File: src/rtl/control_sequencer.sv
// Queued control sequencer: buffers TPU instructions in a FIFO and dispatches each as
// timed load_weights / load_inputs / nn_start strobes. Optional macro: CTRL_SEQ_PERF_EN.
module control_sequencer #(
  parameter int ACT_W = 2,
  parameter int LEN_W = 4,
  parameter int DEPTH = 4
) (
  input  logic                         clk,
  input  logic                         rst,
  input  logic                         instr_valid,
  input  logic [ACT_W+LEN_W+2:0]       instr,
  output logic                         instr_ready,
  output logic [ACT_W-1:0]             activation_datapath,
  output logic                         load_weights,
  output logic                         load_inputs,
  output logic                         nn_start,
  input  logic                         op_done,
  output logic                         busy,
`ifdef CTRL_SEQ_PERF_EN
  output logic [31:0]                  perf_busy_cycles,
`endif
  output logic [$clog2(DEPTH+1)-1:0]   fifo_count
);

  localparam int INSTR_W = ACT_W + 3 + LEN_W;
  localparam int PTR_W   = $clog2(DEPTH);
  localparam int CNT_W   = $clog2(DEPTH + 1);

  typedef enum logic [1:0] {ST_IDLE, ST_LOAD_W, ST_LOAD_I, ST_RUN} state_t;

  state_t               state_r;
  logic [INSTR_W-1:0]   mem_r [DEPTH];
  logic [PTR_W-1:0]     wr_ptr_r, rd_ptr_r;
  logic [CNT_W-1:0]     count_r, count_nxt_s;
  logic [LEN_W-1:0]     cnt_r, len_r;
  logic                 do_i_r, do_s_r;
  logic                 ready_r, lw_r, li_r, ns_r, busy_r;
  logic [ACT_W-1:0]     act_r;
  logic                 push_s, pop_s;
  logic [INSTR_W-1:0]   head_s;
  logic [LEN_W-1:0]     head_len_s;
  logic                 head_w_s, head_i_s, head_s_s;

  // Handshake decode and next FIFO occupancy; pops only from registered count, so no bypass.
  always_comb begin
    push_s      = instr_valid & ready_r;
    pop_s       = (state_r == ST_IDLE) && (count_r != {CNT_W{1'b0}});
    head_s      = mem_r[rd_ptr_r];
    head_len_s  = head_s[INSTR_W-1 -: LEN_W];
    head_w_s    = head_s[ACT_W+2];
    head_i_s    = head_s[ACT_W+1];
    head_s_s    = head_s[ACT_W];
    count_nxt_s = count_r;
    if (push_s && !pop_s) begin
      count_nxt_s = count_r + CNT_W'(1);
    end else if (pop_s && !push_s) begin
      count_nxt_s = count_r - CNT_W'(1);
    end else begin
      count_nxt_s = count_r;
    end
  end

  // FIFO storage write port.
  always_ff @(posedge clk) begin
    if (push_s) begin
      mem_r[wr_ptr_r] <= instr;
    end
  end

  // FIFO pointers, occupancy and registered ready.
  always_ff @(posedge clk) begin
    if (rst) begin
      wr_ptr_r <= {PTR_W{1'b0}};
      rd_ptr_r <= {PTR_W{1'b0}};
      count_r  <= {CNT_W{1'b0}};
      ready_r  <= 1'b1;
    end else begin
      if (push_s) wr_ptr_r <= wr_ptr_r + PTR_W'(1);
      if (pop_s)  rd_ptr_r <= rd_ptr_r + PTR_W'(1);
      count_r <= count_nxt_s;
      ready_r <= (count_nxt_s != CNT_W'(DEPTH));
    end
  end

  // Dispatch FSM; strobes and busy are registered alongside each state transition.
  always_ff @(posedge clk) begin
    if (rst) begin
      state_r <= ST_IDLE;
      cnt_r   <= {LEN_W{1'b0}};
      len_r   <= {LEN_W{1'b0}};
      do_i_r  <= 1'b0;
      do_s_r  <= 1'b0;
      act_r   <= {ACT_W{1'b0}};
      lw_r    <= 1'b0;
      li_r    <= 1'b0;
      ns_r    <= 1'b0;
      busy_r  <= 1'b0;
    end else begin
      lw_r   <= 1'b0;
      li_r   <= 1'b0;
      ns_r   <= 1'b0;
      busy_r <= (count_nxt_s != {CNT_W{1'b0}});
      case (state_r)
        ST_IDLE: begin
          if (pop_s) begin
            act_r  <= head_s[ACT_W-1:0];
            cnt_r  <= head_len_s;
            len_r  <= head_len_s;
            do_i_r <= head_i_s;
            do_s_r <= head_s_s;
            if (head_w_s) begin
              state_r <= ST_LOAD_W; lw_r <= 1'b1; busy_r <= 1'b1;
            end else if (head_i_s) begin
              state_r <= ST_LOAD_I; li_r <= 1'b1; busy_r <= 1'b1;
            end else if (head_s_s) begin
              state_r <= ST_RUN; ns_r <= 1'b1; busy_r <= 1'b1;
            end else begin
              state_r <= ST_IDLE;
            end
          end else begin
            state_r <= ST_IDLE;
          end
        end
        ST_LOAD_W: begin
          if (cnt_r == {LEN_W{1'b0}}) begin
            cnt_r <= len_r;
            if (do_i_r) begin
              state_r <= ST_LOAD_I; li_r <= 1'b1; busy_r <= 1'b1;
            end else if (do_s_r) begin
              state_r <= ST_RUN; ns_r <= 1'b1; busy_r <= 1'b1;
            end else begin
              state_r <= ST_IDLE;
            end
          end else begin
            cnt_r <= cnt_r - LEN_W'(1); lw_r <= 1'b1; busy_r <= 1'b1;
          end
        end
        ST_LOAD_I: begin
          if (cnt_r == {LEN_W{1'b0}}) begin
            cnt_r <= len_r;
            if (do_s_r) begin
              state_r <= ST_RUN; ns_r <= 1'b1; busy_r <= 1'b1;
            end else begin
              state_r <= ST_IDLE;
            end
          end else begin
            cnt_r <= cnt_r - LEN_W'(1); li_r <= 1'b1; busy_r <= 1'b1;
          end
        end
        ST_RUN: begin
          // The nn_start cycle ignores op_done.
          if (op_done && !ns_r) begin
            state_r <= ST_IDLE;
          end else begin
            state_r <= ST_RUN; busy_r <= 1'b1;
          end
        end
        default: begin
          state_r <= ST_IDLE;
        end
      endcase
    end
  end

`ifdef CTRL_SEQ_PERF_EN
  logic [31:0] perf_r;

  // Saturating count of busy cycles.
  always_ff @(posedge clk) begin
    if (rst) begin
      perf_r <= 32'd0;
    end else if (busy_r && (perf_r != 32'hFFFF_FFFF)) begin
      perf_r <= perf_r + 32'd1;
    end else begin
      perf_r <= perf_r;
    end
  end

  assign perf_busy_cycles = perf_r;
`endif

  assign instr_ready         = ready_r;
  assign activation_datapath = act_r;
  assign load_weights        = lw_r;
  assign load_inputs         = li_r;
  assign nn_start            = ns_r;
  assign busy                = busy_r;
  assign fifo_count          = count_r;

endmodule
File: config.mk
export PLATFORM = sky130hd
export DESIGN_NAME = control_sequencer
export DESIGN_NICKNAME = d
export VERILOG_FILES = /design/src/rtl/control_sequencer.sv
export SDC_FILE = /design/constraint.sdc
export NUM_CORES = 1
export LEC_CHECK = 0
export ABC_AREA = 1
export CAP_MARGIN = 10
export CORE_MARGIN = 10
export CORE_UTILIZATION = 40
export CTS_BUF_LIST = sky130_fd_sc_hd__clkbuf_8 sky130_fd_sc_hd__clkbuf_16
export CTS_CLUSTER_SIZE = 40
export DETAILED_ROUTE_END_ITERATION = 8
export SKIP_CTS_REPAIR_TIMING = 1
export SYNTH_ARGS = -nofsm -noshare
export SYNTH_HDL_FRONTEND = slang
export SYNTH_SLANG_ARGS = --single-unit
File: constraint.sdc
create_clock -name clk -period 1.96 [get_ports clk]
set_input_delay 0.588 -clock clk [delete_from_list [all_inputs] [get_ports clk]]
set_output_delay 0.588 -clock clk [all_outputs]
set_load 0.005 [all_outputs]
# ---- After elaboration in Yosys (flattened, before gate mapping)
# Memories as Yosys holds them, arrays and structs flattened. A register that Yosys moved wholly into a read port is not among the register bits.
# Index checks and enable logic that the tools add are counted.
# Widths: inputs -> output; s select.
dict set report totals {
  out_inout_bits 10
  inputBits 13
  latch_bits 0
  reg_bits 26
  n_memories 1
  ramBits 36
  elab_cells 92
  mem_bits_ro 0
}
dict set report classes {
  n_div 0
  mux 48
  reduce_logical 16
  order_cmp 0
  n_mul 0
  add_sub_neg 5
  bitwise_logic 1
  n_shift 0
  eq_ne 7
}
# memory words width rd rd_ports_with_merged_regs wr line
set mem_list {}
lappend mem_list {mem_r 4 9 1 1 1 32} ;# logic [INSTR_W-1:0] mem_r [DEPTH];
# cell n
set op_table {}
lappend op_table {{$mux 1} 27}
lappend op_table {{$mux 2} 11}
lappend op_table {{$mux 4} 2}
lappend op_table {{$pmux 2 s4} 1}
lappend op_table {{$pmux 4 s2} 1}
lappend op_table {{$mux 3} 2}
lappend op_table {{$ne 2x2->1 const B} 3}
lappend op_table {{$pmux 1 s3} 2}
lappend op_table {{$reduce_and 2->1} 3}
lappend op_table {{$reduce_bool 3->1} 2}
lappend op_table {{$add 2x1->2 const B} 2}
lappend op_table {{$eq 2x2->1 const B} 2}
lappend op_table {{$logic_and 1x1->1} 4}
lappend op_table {{$logic_not 4->1} 1}
lappend op_table {{$pmux 1 s4} 1}
lappend op_table {{$sub 4x1->4 const B} 1}
lappend op_table {{$add 3x1->3 const B} 1}
lappend op_table {{$logic_not 1->1} 3}
lappend op_table {{$ne 3x3->1 const B} 1}
lappend op_table {{$sub 3x1->3 const B} 1}
lappend op_table {{$eq 2x1->1 const B} 1}
lappend op_table {{$logic_not 2->1} 1}
lappend op_table {{$pmux 1 s2} 1}
lappend op_table {{$reduce_bool 2->1} 1}
lappend op_table {{2 further kinds} 2}

# ---- Longest topological paths before layout
dict set report logic_depth {
  ltp_word 11
  depth_mapped 14
  mapped_depth_nobuf 13
}

# ---- Least setup slack after synthesis
# Ideal clock, no wire load.
dict set report synth_path {
  path_type {register to register}
  start {register count_r[0], in the netlist fifo_count[0]}
  end {register busy_r, in the netlist busy}
  arrival_time_ps 1527
  period_less_slack_ps 1646
  path_slack_ps 314
  t_required_ps 1841
  stages_incl_launch_ff 15
  path_cell_list {dfxtp_1 -> inv_1 -> ha_1 -> ha_1 -> inv_1 -> nand2_2 -> buf_6 -> nand2_4 -> nand2_1 -> nand2_1 -> nand2_1 -> nor2_2 -> nand2_1 -> nand2_1 -> a21oi_1}
}
dict set report synth_between {
  elab_chain_cells 11
  elab_cells_between_ends 20
}
# element line
set synth_rtl {}
lappend synth_rtl {{start: declaration} 34} ;# logic [CNT_W-1:0] count_r, count_nxt_s;
lappend synth_rtl {{start signal: assignment} 75} ;# count_r <= {CNT_W{1'b0}};
lappend synth_rtl {{start signal: assignment} 80} ;# count_r <= count_nxt_s;
lappend synth_rtl {{branches (longest 10 deep; another with $sub 3x1->3)} n/a}
lappend synth_rtl {{$pmux 1 s4 *} 103} ;# case (state_r)
lappend synth_rtl {{end signal: assignment} 102} ;# busy_r <= (count_nxt_s != {CNT_W{1'b0}});
lappend synth_rtl {{end: declaration} 37} ;# logic ready_r, lw_r, li_r, ns_r, busy_r;
# Mark *: on every way between the ends.
# A chain may end at the register's enable or synchronous reset.

# ---- Final worst setup path
dict set report layout_path {
  start {register count_r[1], in the netlist fifo_count[1]}
  end {output port fifo_count[1]}
}
# element line
set layout_lines {}
lappend layout_lines {{end: declaration} 22} ;# output logic [$clog2(DEPTH+1)-1:0] fifo_count
# No word-level cell between the ends.

==> metrics <==
Leak 0.00145 uW; mean post-synth cell area 9.39 um^2; f_max approximately 0.55 GHz; post-synthesis instance total just over 300; sequential cell area 1640 um^2; worst-path maximum fanout 4; setup violators final 0; Cell variety after synth 29; DR DRC count 0; Num CTS Buffers 9; Total GRT Usage around a tenth; Synth area leaders edfxtp_1 (38%), dfxtp_1 (19%), nand2_1 (8.2%); ANT nets after route 0; post-synthesis mux area share 0%; CP Class reg2out; CTS tree yes; Cell Area, Synth 2880 um^2; Slew Limit Headroom approximately 72%; Syn Nets between 300 and 400; largest net degree at the start of global routing 19; CTS root buf clkbuf_8; Port Buffer Count 22; area of the multi-input gates 1030 um^2; status completed; Synth Area in Simple Gates 18.8%; Synth Area in XOR/XNOR under 10%; area added between synthesis and finish 20.3%; pwr dens 1460 nW/um^2; Vias 2030; slowest CP cell clkdlybuf4s50_1; Max Cap Violations 0; cell taking the most area after synthesis edfxtp_1; post-route setup TNS 0 ns; Fillers 699; CP peak stage delay 0.53 ns; 1st-iter DRT viols 49; Seq/Total Area, Yosys 57.0%; clock sink count 64; crit end category output pin; row count 30; YS warnings 0; count leader, synth nand2_1; die height between 100 and 150 um; Final min period between 1.5 and 2 ns; CTS max path bufs 2; Main synth FF type edfxtp_1; RSZ-0062 raised after global routing false; nets@finish 369; number of global-route vias before repair a little over 2000; Compound-Gate Fraction of Synth Area 10.5%; worst path required time 1.37 ns; Clock transition at path regs 0.06 ns; Worst Path Arrival 1.24 ns; Worst IR Drop VDD approximately 0.63 mV; share of cells above drive strength 1 between 10% and 20%; Core ar. 6910 um^2; Die Width between 100 and 150 um; worst-margin pin slew 0.422 ns; period utilization 93.0%; DRT Pass-1 Iters 4; Slew Viols, Final 0; WP buf/inv 1; post-synthesis async set-or-reset flop share 0%; DPL Wire Length 4140 um; global route total overflow 0; Initial Util 41.7%; #FFs+latches synth 64; Crit path max-delay family buffers and inverters; final hold violation count 0; CTS H-Tree Depth 3; RD Place Congestion 0.830; initial antenna violation count 0; WL/cell 12.2 um; post-synthesis adder-cell area fraction 5.21%; total wire length approximately 5400 um; Synth top cells by count nand2_1 (63), edfxtp_1 (36), inv_1 (32), nor2_1 (32), dfxtp_1 (28); largest family of logic cells by synthesized area simple AND/OR/NAND/NOR gates; top cell type's share of synthesized area between 30% and 40%; ANT cells 0; skew final around 0.008 ns; die area 11000 um^2; latest clock arrival within the worst-skew pair about 0.33 ns; Setup crit start kind flip-flop; Overall Power 5050 uW; first-pass GRT wire length 9390 um; Via density 4.56; Post-synth EDFFs 36; io pins 23; crit path cell chain clkdlybuf4s50_1; Worst Hold Class reg2reg
## worst reg2reg max path, cell delays in order (launching register included)
cell and delay [ns]:
dfxtp_1 0.38, inv_1 0.08, ha_1 0.21, ha_1 0.17
inv_1 0.11, nand2_4 0.11, nand2_4 0.10, nand2_1 0.07
nand2_1 0.08, nand2_1 0.06, nor2_2 0.09, nand2_1 0.06
nand2_1 0.05, a21oi_1 0.05
## flip-flops by register name, indices dropped and copies added (netlist names), named ones only
name and cells:
fifo_count 3, nn_start 1, do_i_r 1, cnt_r 4, load_weights 1, len_r 4, instr_ready 1, wr_ptr_r 2
state_r 2, load_inputs 1, do_s_r 1, rd_ptr_r 2, busy 1, activation_datapath 2, mem_r 36
## final timing paths
kind              cells past startpoint                startpoint  slack [ns]                       end
setup / recovery                      1  fifo_count[1]$_SDFF_PP0_        0.14             fifo_count[1]
hold / removal                        1  rd_ptr_r[0]$_SDFFE_PP0N_        0.48  rd_ptr_r[0]$_SDFFE_PP0N_
setup reg to reg                     13  fifo_count[0]$_SDFF_PP0_        0.23           busy$_SDFF_PP0_
hold reg to reg                       1  rd_ptr_r[0]$_SDFFE_PP0N_        0.48  rd_ptr_r[0]$_SDFFE_PP0N_
## area by class of cell
class	instances	area share, %
clock inverter	7	2.35
sequential	64	47.3
clock buffer	9	3.57
timing repair buffer	35	9.53
inverter	35	3.93
tap	96	3.46
multi-input combinational	199	29.8
## cell families after synthesis
family,after synthesis
buffers and inverters,44
AOI/OAI and AO/OA,56
adders and majority gates,12
and+or+nand+nor,127
xor gates and xnor gates,4
DFF,64
## cell usage in the layout (no fill, tap or decap)
| cell type | n |
|---|---|
| nand3_2 | 2 |
| a21oi_1 | 16 |
| buf_4 | 12 |
| ha_1 | 12 |
| nor2_1 | 32 |
| inv_2 | 1 |
| nand3_1 | 23 |
| nand3b_1 | 1 |
| clkinv_1 | 2 |
| clkdlybuf4s50_1 | 22 |
| dfxtp_1 | 28 |
| buf_12 | 1 |
| inv_6 | 1 |
| xnor2_1 | 1 |
| bufinv_16 | 2 |
| clkinv_2 | 2 |
| o21ai_2 | 1 |
| edfxtp_1 | 36 |
| o21a_1 | 1 |
| nand2_2 | 2 |
| inv_1 | 34 |
| o21ai_1 | 3 |
| nor2_2 | 1 |
| o211ai_1 | 4 |
| a31oi_1 | 2 |
| xor2_1 | 3 |
| nand4_1 | 1 |
| nand2_4 | 2 |
| clkbuf_8 | 9 |
| o22ai_1 | 2 |
| nand2_1 | 63 |
| o21ai_0 | 27 |
## metal layers
metal  wire [um]  GRT usage [%]
met4          39           3.14
met2        2440           16.1
met3         238           4.67
met1        2710           12.5
met5           0              0
## through the flow
step,utilization (%),instance area (um^2),worst slack (ns),hold WS [ns],cells
5_1_grt,50.2,3470,0.0353,0.528,445
3_5_place_dp,47.2,3260,0.0347,0.476,429
2_1_floorplan,-,2880,0.314,0.444,307
4_1_cts,50.1,3460,0.105,0.490,445
6_report,50.2,3470,0.136,0.483,445
3_3_place_gp,47.2,3260,0.0537,0.461,429
## report_power, final
part / internal (uW) / leakage (uW) / switching (uW) / total [uW]
combinational: 813 / 0.000772 / 1210 / 2020
clock: 698 / 0.000113 / 463 / 1160
sequential: 1700 / 0.000561 / 165 / 1870
No activity file was read; power rests on OpenSTA's default activity.
